<file path="config.mk">
export PLATFORM = sky130hd
export DESIGN_NAME = two_bit_mux_scanner
export DESIGN_NICKNAME = d
export VERILOG_FILES = /design/src/rtl/two_bit_mux_pkg.sv /design/src/rtl/two_bit_mux_scanner_dwell_counter.sv /design/src/rtl/two_bit_mux_scanner.sv
export SDC_FILE = /design/constraint.sdc
export NUM_CORES = 1
export LEC_CHECK = 0
export BUFFER_PORTS_ARGS = -buffer_cell sky130_fd_sc_hd__buf_2
export CAP_MARGIN = 30
export CORE_UTILIZATION = 60
export CTS_CLUSTER_DIAMETER = 200
export DETAILED_ROUTE_END_ITERATION = 12
export PLACE_DENSITY = 0.83
export SLEW_MARGIN = 20
export SYNTH_ARGS = -nofsm -noshare
export SYNTH_HDL_FRONTEND = slang
export SYNTH_HIERARCHICAL = 1
export SYNTH_SLANG_ARGS = --single-unit
</file>
<file path="constraint.sdc">
create_clock -name clock -period 6.5 [get_ports clock]
set_input_delay 1.3 -clock clock [delete_from_list [all_inputs] [get_ports clock]]
set_output_delay 1.3 -clock clock [all_outputs]
set_load 0.01 [all_outputs]
</file>
<file path="src/rtl/two_bit_mux_pkg.sv">
// Shared types and sizing for the 2-bit 4-to-1 mux scanner.
// The state encoding and channel geometry live here so the scanner and its consumers agree.
package two_bit_mux_pkg;

    localparam int CHANNELS    = 4;
    localparam int CH_WIDTH    = 2;
    localparam int SEL_WIDTH   = 2;
    localparam int FRAME_WIDTH = CHANNELS * CH_WIDTH;
    localparam int CNT_WIDTH   = 8;

    typedef enum logic [1:0] {
        IDLE  = 2'd0,
        SCAN  = 2'd1,
        FRAME = 2'd2
    } scan_state_e;

    typedef logic [CH_WIDTH-1:0]    chan_t;
    typedef logic [SEL_WIDTH-1:0]   sel_t;
    typedef logic [FRAME_WIDTH-1:0] frame_t;

    localparam sel_t LAST_SEL = sel_t'(CHANNELS - 1);

endpackage

</file>
<file path="src/rtl/two_bit_mux_scanner_dwell_counter.sv">
// Per-channel dwell counter: counts 0..DWELL-1 while run is high and flags the
// wrap cycle and the settle (sample) cycle. Flags are unqualified; the caller gates them.
module dwell_counter
    import two_bit_mux_pkg::*;
#(
    parameter int DWELL  = 4,
    parameter int SETTLE = 1
)
(
    input  logic clock,
    input  logic resetn,
    input  logic run,
    input  logic clear,
    output logic wrap,
    output logic strobe
);

    localparam logic [CNT_WIDTH-1:0] LAST_COUNT   = CNT_WIDTH'(DWELL - 1);
    localparam logic [CNT_WIDTH-1:0] SAMPLE_COUNT = CNT_WIDTH'(SETTLE);

    logic [CNT_WIDTH-1:0] count_reg;
    logic [CNT_WIDTH-1:0] count_next;

    always_comb begin
        count_next = count_reg;
        if (clear) begin
            count_next = '0;
        end else if (run) begin
            count_next = (count_reg == LAST_COUNT) ? '0 : count_reg + CNT_WIDTH'(1);
        end
    end

    always_ff @(posedge clock or negedge resetn) begin
        if (!resetn) begin
            count_reg <= '0;
        end else begin
            count_reg <= count_next;
        end
    end

    assign wrap   = (count_reg == LAST_COUNT);
    assign strobe = (count_reg == SAMPLE_COUNT);

endmodule

</file>
<file path="src/rtl/two_bit_mux_scanner.sv">
// Walks a downstream 4-to-1 mux through its channels, samples each after a settle
// delay and offers the assembled 8-bit frame to a consumer with a valid/ready handshake.
module two_bit_mux_scanner
    import two_bit_mux_pkg::*;
#(
    parameter int DWELL  = 4,
    parameter int SETTLE = 1
)
(
    input  logic       clock,
    input  logic       resetn,
    input  logic       enable,
    output logic [1:0] sel,
    input  logic [1:0] m_in,
    output logic [7:0] snap,
    output logic       frame_valid,
    input  logic       frame_ready,
    output logic       frame_changed
);

    scan_state_e state_reg, state_next;
    sel_t        sel_reg, sel_next;
    frame_t      snap_reg, snap_next;
    frame_t      last_reg, last_next;
    logic        valid_reg, valid_next;
    logic        changed_reg, changed_next;
    logic        accepted_reg, accepted_next;

    logic        cnt_run;
    logic        cnt_clear;
    logic        dwell_wrap;
    logic        dwell_strobe;
    logic        capture_en;
    logic        shadow_clear;
    frame_t      frame_now;

    dwell_counter #(
        .DWELL  (DWELL),
        .SETTLE (SETTLE)
    ) u_dwell (
        .clock  (clock),
        .resetn (resetn),
        .run    (cnt_run),
        .clear  (cnt_clear),
        .wrap   (dwell_wrap),
        .strobe (dwell_strobe)
    );

    // frame_now is the shadow as it will look after this edge, so a capture on
    // the wrap edge of the last channel still lands in the published frame.
    generate
        for (genvar gi = 0; gi < CHANNELS; gi++) begin : g_chan
            chan_t shadow_reg;
            logic  hit;

            assign hit = dwell_strobe && (sel_reg == sel_t'(gi));

            always_ff @(posedge clock or negedge resetn) begin
                if (!resetn) begin
                    shadow_reg <= '0;
                end else if (shadow_clear) begin
                    shadow_reg <= '0;
                end else if (capture_en && hit) begin
                    shadow_reg <= m_in;
                end
            end

            assign frame_now[gi*CH_WIDTH +: CH_WIDTH] = hit ? m_in : shadow_reg;
        end
    endgenerate

    always_comb begin
        state_next    = state_reg;
        sel_next      = sel_reg;
        snap_next     = snap_reg;
        last_next     = last_reg;
        valid_next    = valid_reg;
        changed_next  = changed_reg;
        accepted_next = accepted_reg;
        cnt_run       = 1'b0;
        cnt_clear     = 1'b0;
        capture_en    = 1'b0;
        shadow_clear  = 1'b0;

        case (state_reg)
            IDLE: begin
                cnt_clear = 1'b1;
                sel_next  = '0;
                if (enable) begin
                    state_next = SCAN;
                end
            end

            SCAN: begin
                if (!enable) begin
                    state_next   = IDLE;
                    sel_next     = '0;
                    cnt_clear    = 1'b1;
                    shadow_clear = 1'b1;
                end else begin
                    cnt_run    = 1'b1;
                    capture_en = 1'b1;
                    if (dwell_wrap) begin
                        if (sel_reg != LAST_SEL) begin
                            sel_next = sel_reg + sel_t'(1);
                        end else begin
                            snap_next    = frame_now;
                            valid_next   = 1'b1;
                            changed_next = !accepted_reg || (frame_now != last_reg);
                            state_next   = FRAME;
                        end
                    end
                end
            end

            FRAME: begin
                // Everything is frozen here; enable only matters once the frame is taken.
                cnt_clear = 1'b1;
                if (valid_reg && frame_ready) begin
                    last_next     = snap_reg;
                    accepted_next = 1'b1;
                    valid_next    = 1'b0;
                    changed_next  = 1'b0;
                    sel_next      = '0;
                    state_next    = enable ? SCAN : IDLE;
                end
            end

            default: begin
                state_next = IDLE;
                sel_next   = '0;
                cnt_clear  = 1'b1;
                valid_next = 1'b0;
            end
        endcase
    end

    always_ff @(posedge clock or negedge resetn) begin
        if (!resetn) begin
            state_reg    <= IDLE;
            sel_reg      <= '0;
            snap_reg     <= '0;
            last_reg     <= '0;
            valid_reg    <= 1'b0;
            changed_reg  <= 1'b0;
            accepted_reg <= 1'b0;
        end else begin
            state_reg    <= state_next;
            sel_reg      <= sel_next;
            snap_reg     <= snap_next;
            last_reg     <= last_next;
            valid_reg    <= valid_next;
            changed_reg  <= changed_next;
            accepted_reg <= accepted_next;
        end
    end

    assign sel           = sel_reg;
    assign snap          = snap_reg;
    assign frame_valid   = valid_reg;
    assign frame_changed = changed_reg;

endmodule
</file>
### After elaboration in Yosys (flattened, before gate mapping)

Cells that the tools add are included.

* flip-flop bits (word level): 39
* latch bits: 0
* memory bits (writable): 0
* bits in read-only memories: 0
* bits of input ports: 6
* output and inout port bits: 12
* word-level logic and storage cells: 99
* memories: 0

* add/sub/neg operators: 2
* multipliers: 0
* divide/modulo/power cells: 0
* $lt $le $gt $ge: 0
* equal/unequal tests: 17
* shift operators: 0
* multiplexer cells: 41
* bitwise operators: 2
* reductions and logical operators: 25

Operator list (count)
* two-way mux 2 bit: 21
* two-way mux 8 bit: 3
* two-way mux 1 bit: 13
* inequality test 2 bit, second input constant: 6
* nonzero test 2 bit: 6
* AND reduction 5 bit: 2
* logical AND 1 bit: 9
* inequality test 3 bit, second input constant: 3
* adder 8 x 1 -> 8 bit, second input constant: 1
* equality test 8 x 1 -> 1 bit, second input constant: 1
* equality test 8 x 2 -> 1 bit, second input constant: 1
* inequality test 8 bit: 1
* AND reduction 4 bit: 2
* equality test 2 bit, second input constant: 3
* one-hot mux 2 bit (3 select lines): 1
* equality test 2 x 1 -> 1 bit, second input constant: 2
* logical NOT 2 bit: 2
* one-hot mux 2 bit (2 select lines): 1
* one-hot mux 1 bit (3 select lines): 1
* AND reduction 3 bit: 1
* adder 2 x 1 -> 2 bit, second input constant: 1
* NOT 1 bit: 2
* one-hot mux 1 bit (2 select lines): 1
* AND reduction 2 bit: 1
* other kinds (2): 2

### Depth between registers and ports, before layout

* word-level depth: 9
* mapped depth: 9
* depth with buffers taken out: 8

### Hierarchy

Netlist, hierarchy kept.

Modules (own cells, without submodules)
* two_bit_mux_scanner: instances 1, cells an instance 170, area each 1700.4 µm²
* dwell_counter: instances 1, cells an instance 48, area each 454.2 µm²

### Least setup slack after synthesis

Ideal clock, no wire load.

* path type: input port to flip-flop
* from: input port enable
* to: register u_dwell.count_reg[6]
* setup time: 77 ps
* arrival: 2414 ps
* required time: 6423 ps
* path slack: 4009 ps
* stages: 7
* buffers on the path: 2
* cell sequence: buf_4 > nand2_1 > inv_1 > buf_2 > o211ai_1 > or3_2 > a21oi_1

* cells in the longest elaborated chain, start to end: 3
* elaborated cells on any way between the ends: 6
* classes of those cells: mux: 5; reduce/logical: 1

RTL lines
* start, declared: RTL line two_bit_mux_scanner.sv:12 `input logic enable,`
* two-way mux 1 bit (*): RTL line two_bit_mux_scanner.sv:95 `if (!enable) begin`
* two-way mux 1 bit (*): RTL line two_bit_mux_scanner.sv:85 `case (state_reg)`
* net cnt_clear: RTL line two_bit_mux_scanner.sv:30 `logic cnt_clear;`
* two-way mux 8 bit / nonzero test 2 bit (equally long branches)
* end signal, assigned: RTL line two_bit_mux_scanner_dwell_counter.sv:37 `count_reg <= count_next;`
* end, declared: RTL line two_bit_mux_scanner_dwell_counter.sv:21 `logic [CNT_WIDTH-1:0] count_reg;`

Mark *: on every way through the listed nets, which the timed path passes. The rest lies on a longest branch.
A chain may end at the register's enable or synchronous reset.

### Worst setup path in the final report

* from: register u_dwell.count_reg[2]
* to: register changed_reg (netlist: frame_changed)

* cells in the longest elaborated chain, start to end: 9
* elaborated cells on any way between the ends: 18
* classes of those cells: eq/ne: 4; mux: 8; reduce/logical: 6

RTL lines
* equality test 8 x 1 -> 1 bit (*): RTL line two_bit_mux_scanner_dwell_counter.sv:42 `assign strobe = (count_reg == SAMPLE_COUNT);`
* net dwell_strobe: RTL line two_bit_mux_scanner.sv:32 `logic dwell_strobe;`
* logical AND 1 bit: RTL line two_bit_mux_scanner.sv:56 `assign hit = dwell_strobe && (sel_reg == sel_t'(gi));`
* two-way mux 2 bit: RTL line two_bit_mux_scanner.sv:68 `assign frame_now[gi*CH_WIDTH +: CH_WIDTH] = hit ? m_in : shadow_reg;`
* inequality test 8 bit (*): RTL line two_bit_mux_scanner.sv:109 `changed_next = !accepted_reg || (frame_now != last_reg);`
* logical OR 1 bit (*): RTL line two_bit_mux_scanner.sv:109
* two-way mux 1 bit (*): RTL line two_bit_mux_scanner.sv:104 `if (sel_reg != LAST_SEL) begin`
* two-way mux 1 bit (*): RTL line two_bit_mux_scanner.sv:103 `if (dwell_wrap) begin`
* two-way mux 1 bit (*): RTL line two_bit_mux_scanner.sv:95
* one-hot mux 1 bit (2 select lines) (*): RTL line two_bit_mux_scanner.sv:85
* end signal, assigned: RTL line two_bit_mux_scanner.sv:153 `changed_reg <= changed_next;`
* end, declared: RTL line two_bit_mux_scanner.sv:26 `logic changed_reg, changed_next;`

Mark *: on every way through the listed nets, which the timed path passes. The rest lies on a longest branch. The select of a mux whose other input is x is not followed.

==> metrics <==
setup TNS 0 ns; IO buf count 17; largest net degree at the start of global routing 40; CP startpoint kind flop; R2R depth 7; capture point of the critical path frame_changed; Post-CTS Hold Buffers 0; Vias 1631; CTS Sinks 39; hold slack 0.532 ns; Final Setup Violations 0; Tightest Pin Transition 0.854 ns; DRC 0; Max Buffers Root-to-Sink 2; TritonCTS clock tree yes; DR WL/cell 14.9 um; vias in the first global route 1551; Antenna Cells 0; VDD IR-drop max 0.000150 V; critical path class reg -> reg; r2r startpoint u_dwell/count_reg[2]; maxcap violations 0; CTS HTree Levels 2; ys async rst share 100%; CP bufs+invs 0; Clk pin slew, worst setup/hold paths 0.13 ns; worst path arrival time 2.92 ns; min cycle time layout 2.67 ns; nets 245; Fin. Hold Viols 0; Iteration-0 DRC Markers 89; Post-synth EDFFs 0; sequential fraction of the synthesis area 45.3%; initial antenna violation count 0; Starting Density 63.6%; post-synth net total 230; RSZ-0062 raised after global routing no; flop-to-flop setup slack 3.83 ns; share of layout cells above drive strength 1 18.8%; Worst setup startpoint u_dwell/count_reg[2]; delay-heaviest family, CP simple AND/OR/NAND/NOR gates; Tot GR Track Use 24.7%; first-pass GRT wire length 6800 um; Final Max Slew Viols 0; CP Max Fanout 10; DP Wirelength 2950 um; Die H 61.9 um; Cell Count, Final, Fillers Out 280; Mean Syn Cell Area 9.88 um^2; PwrDens 212 nW/um^2; Cells after Synth 218; Worst Setup End Kind flop; CORE AREA 3390 um^2; WP data required 6.76 ns; relative slew slack 43.1%; FP Rows 21; Setup Skew 0.0212 ns; met1 GRT Util 31.8%; Die Wd 61.9 um; Num CTS Buffers 5; Synth cell types 51; Boundary Pins 18; clk root buf clkbuf_4; cell area after synthesis 2150 um^2; Fmax achieved 0.375 GHz; Placer Congestion 0.844; Synth warnings 6; total power 497 uW; post_cts resized 0; GR peak layer met2; growth of design area from synthesis to finish 8.71%; Levels on crit path 7; vias per inst 5.83; Pleak 1.07 nW; CP max stage delay 0.59 ns; WL final 4180 um; Cell Chain, Critical Path nor4_1, and3_1, nand2_2, a21boi_0, nor4b_1, nor4b_2, o21ai_1; placed instance count 272; Clk Latency, worst-skew pair 0.36 ns; Initial DRT Pass Iterations 4; die area 3830 um^2; DRT antenna net count 0; met2 Usage GRT 39.6%; Hold Path Class reg -> reg; period utilization 41.0%; Main synth FF type dfrtp_1; GR Overflow Total 0; Max stage delay cell, worst path nor4_1; Setup Fix Bufs, Post-CTS 0; met3 GRT Util 7.04%; Seq cells post-synth 39; status completed; Worst R2R End frame_changed
[cell usage after synthesis (all sizes together), types with 2 or more instances]
cell / number / area share (%)
a21oi: 13 / 3.0
a22o: 6 / 2.4
a31oi: 6 / 1.7
and2: 2 / 0.58
and2b: 2 / 0.70
and3: 2 / 0.58
buf: 8 / 2.4
dfrtp: 39 / 45
ha: 6 / 3.5
inv: 9 / 1.6
mux2: 10 / 5.2
mux2i: 3 / 2.0
nand2: 24 / 4.8
nand2b: 6 / 1.7
nand3: 9 / 2.9
nor2: 20 / 3.5
nor2b: 5 / 1.5
nor3: 2 / 0.99
nor4b: 2 / 1.1
o2111ai: 3 / 1.2
o211ai: 2 / 0.70
o21ai: 10 / 2.3
o22ai: 5 / 1.5
or3: 3 / 0.93
xnor2: 5 / 2.0
xor2: 2 / 0.81
[how the worst min path moves through the flow]
stage          slack [ns]  cells after the start           from            end
3_5_place_dp         0.50                      2  frame_changed  frame_changed
5_1_grt              0.56                      2  frame_changed  frame_changed
3_3_place_gp         0.50                      2  frame_changed  frame_changed
4_1_cts              0.53                      2  frame_changed  frame_changed
2_1_floorplan        0.46                      1   accepted_reg   accepted_reg
6_report             0.53                      2  frame_changed  frame_changed
[final cells by class]
type | count | area, um^2
multi-input cells | 161 | 1090
fillers | 262 | 1050
flip-flops and latches | 39 | 976
repair buffers | 17 | 85.1
clock inverters | 2 | 60.1
well taps | 46 | 57.6
clock buffers | 6 | 41.3
inverters | 9 | 33.8
[worst min-delay path, delay by kind of cell, from the launching register on]
kind           cells  cell delay (ns)
flip-flops         1             0.38
AO/OA/AOI/OAI      2             0.13
[per-layer routing]
layer / vias to the layer above / share of wire [%]
li1: 804 / -
met1: 791 / 48
met2: 29 / 47
met3: 7 / 3.4
met4: 0 / 1.7
met5: - / 0
[power by group]
group | leakage, nW | switching [mW] | internal (mW)
Clock | 0.0525 | 0.0822 | 0.120
Sequential | 0.540 | 0.00574 | 0.248
Combinational | 0.474 | 0.0242 | 0.0173
Total | 1.07 | 0.112 | 0.385
[through the flow]
| step | instance area, um^2 | utilization (%) | setup WS [ns] |
|---|---|---|---|
| after floorplan | 2150 | - | 4.01 |
| after global placement | 2240 | 66.1 | 3.65 |
| after detailed placement | 2240 | 66.1 | 3.60 |
| after CTS | 2340 | 69.1 | 3.89 |
| after global routing | 2340 | 69.1 | 3.69 |
| final | 2340 | 69.1 | 3.83 |
[placed cells by master, fill, tap and decap left out, drive strengths merged, types with 6 or more instances in the layout]
| cell | instances |
|---|---|
| nand2b | 6 |
| clkbuf | 6 |
| inv | 9 |
| dfrtp | 39 |
| buf | 17 |
| a22o | 6 |
| mux2 | 10 |
| nand2 | 24 |
| nand3 | 9 |
| a31oi | 6 |
| nor2 | 20 |
| o21ai | 10 |
| a21oi | 13 |
| ha | 6 |
[cell families after synthesis]
kind of cell / after synthesis / share of synthesized area (%)
AO/OA/AOI/OAI: 55 / 16.8
XOR/XNOR: 7 / 2.85
adder cells (fa/ha/maj): 6 / 3.48
buffers and inverters: 18 / 4.18
flip-flops: 39 / 45.3
multiplexers: 13 / 7.20
AND/OR/NAND/NOR: 80 / 20.2
Note: power is estimated with default switching activity, not from simulation.
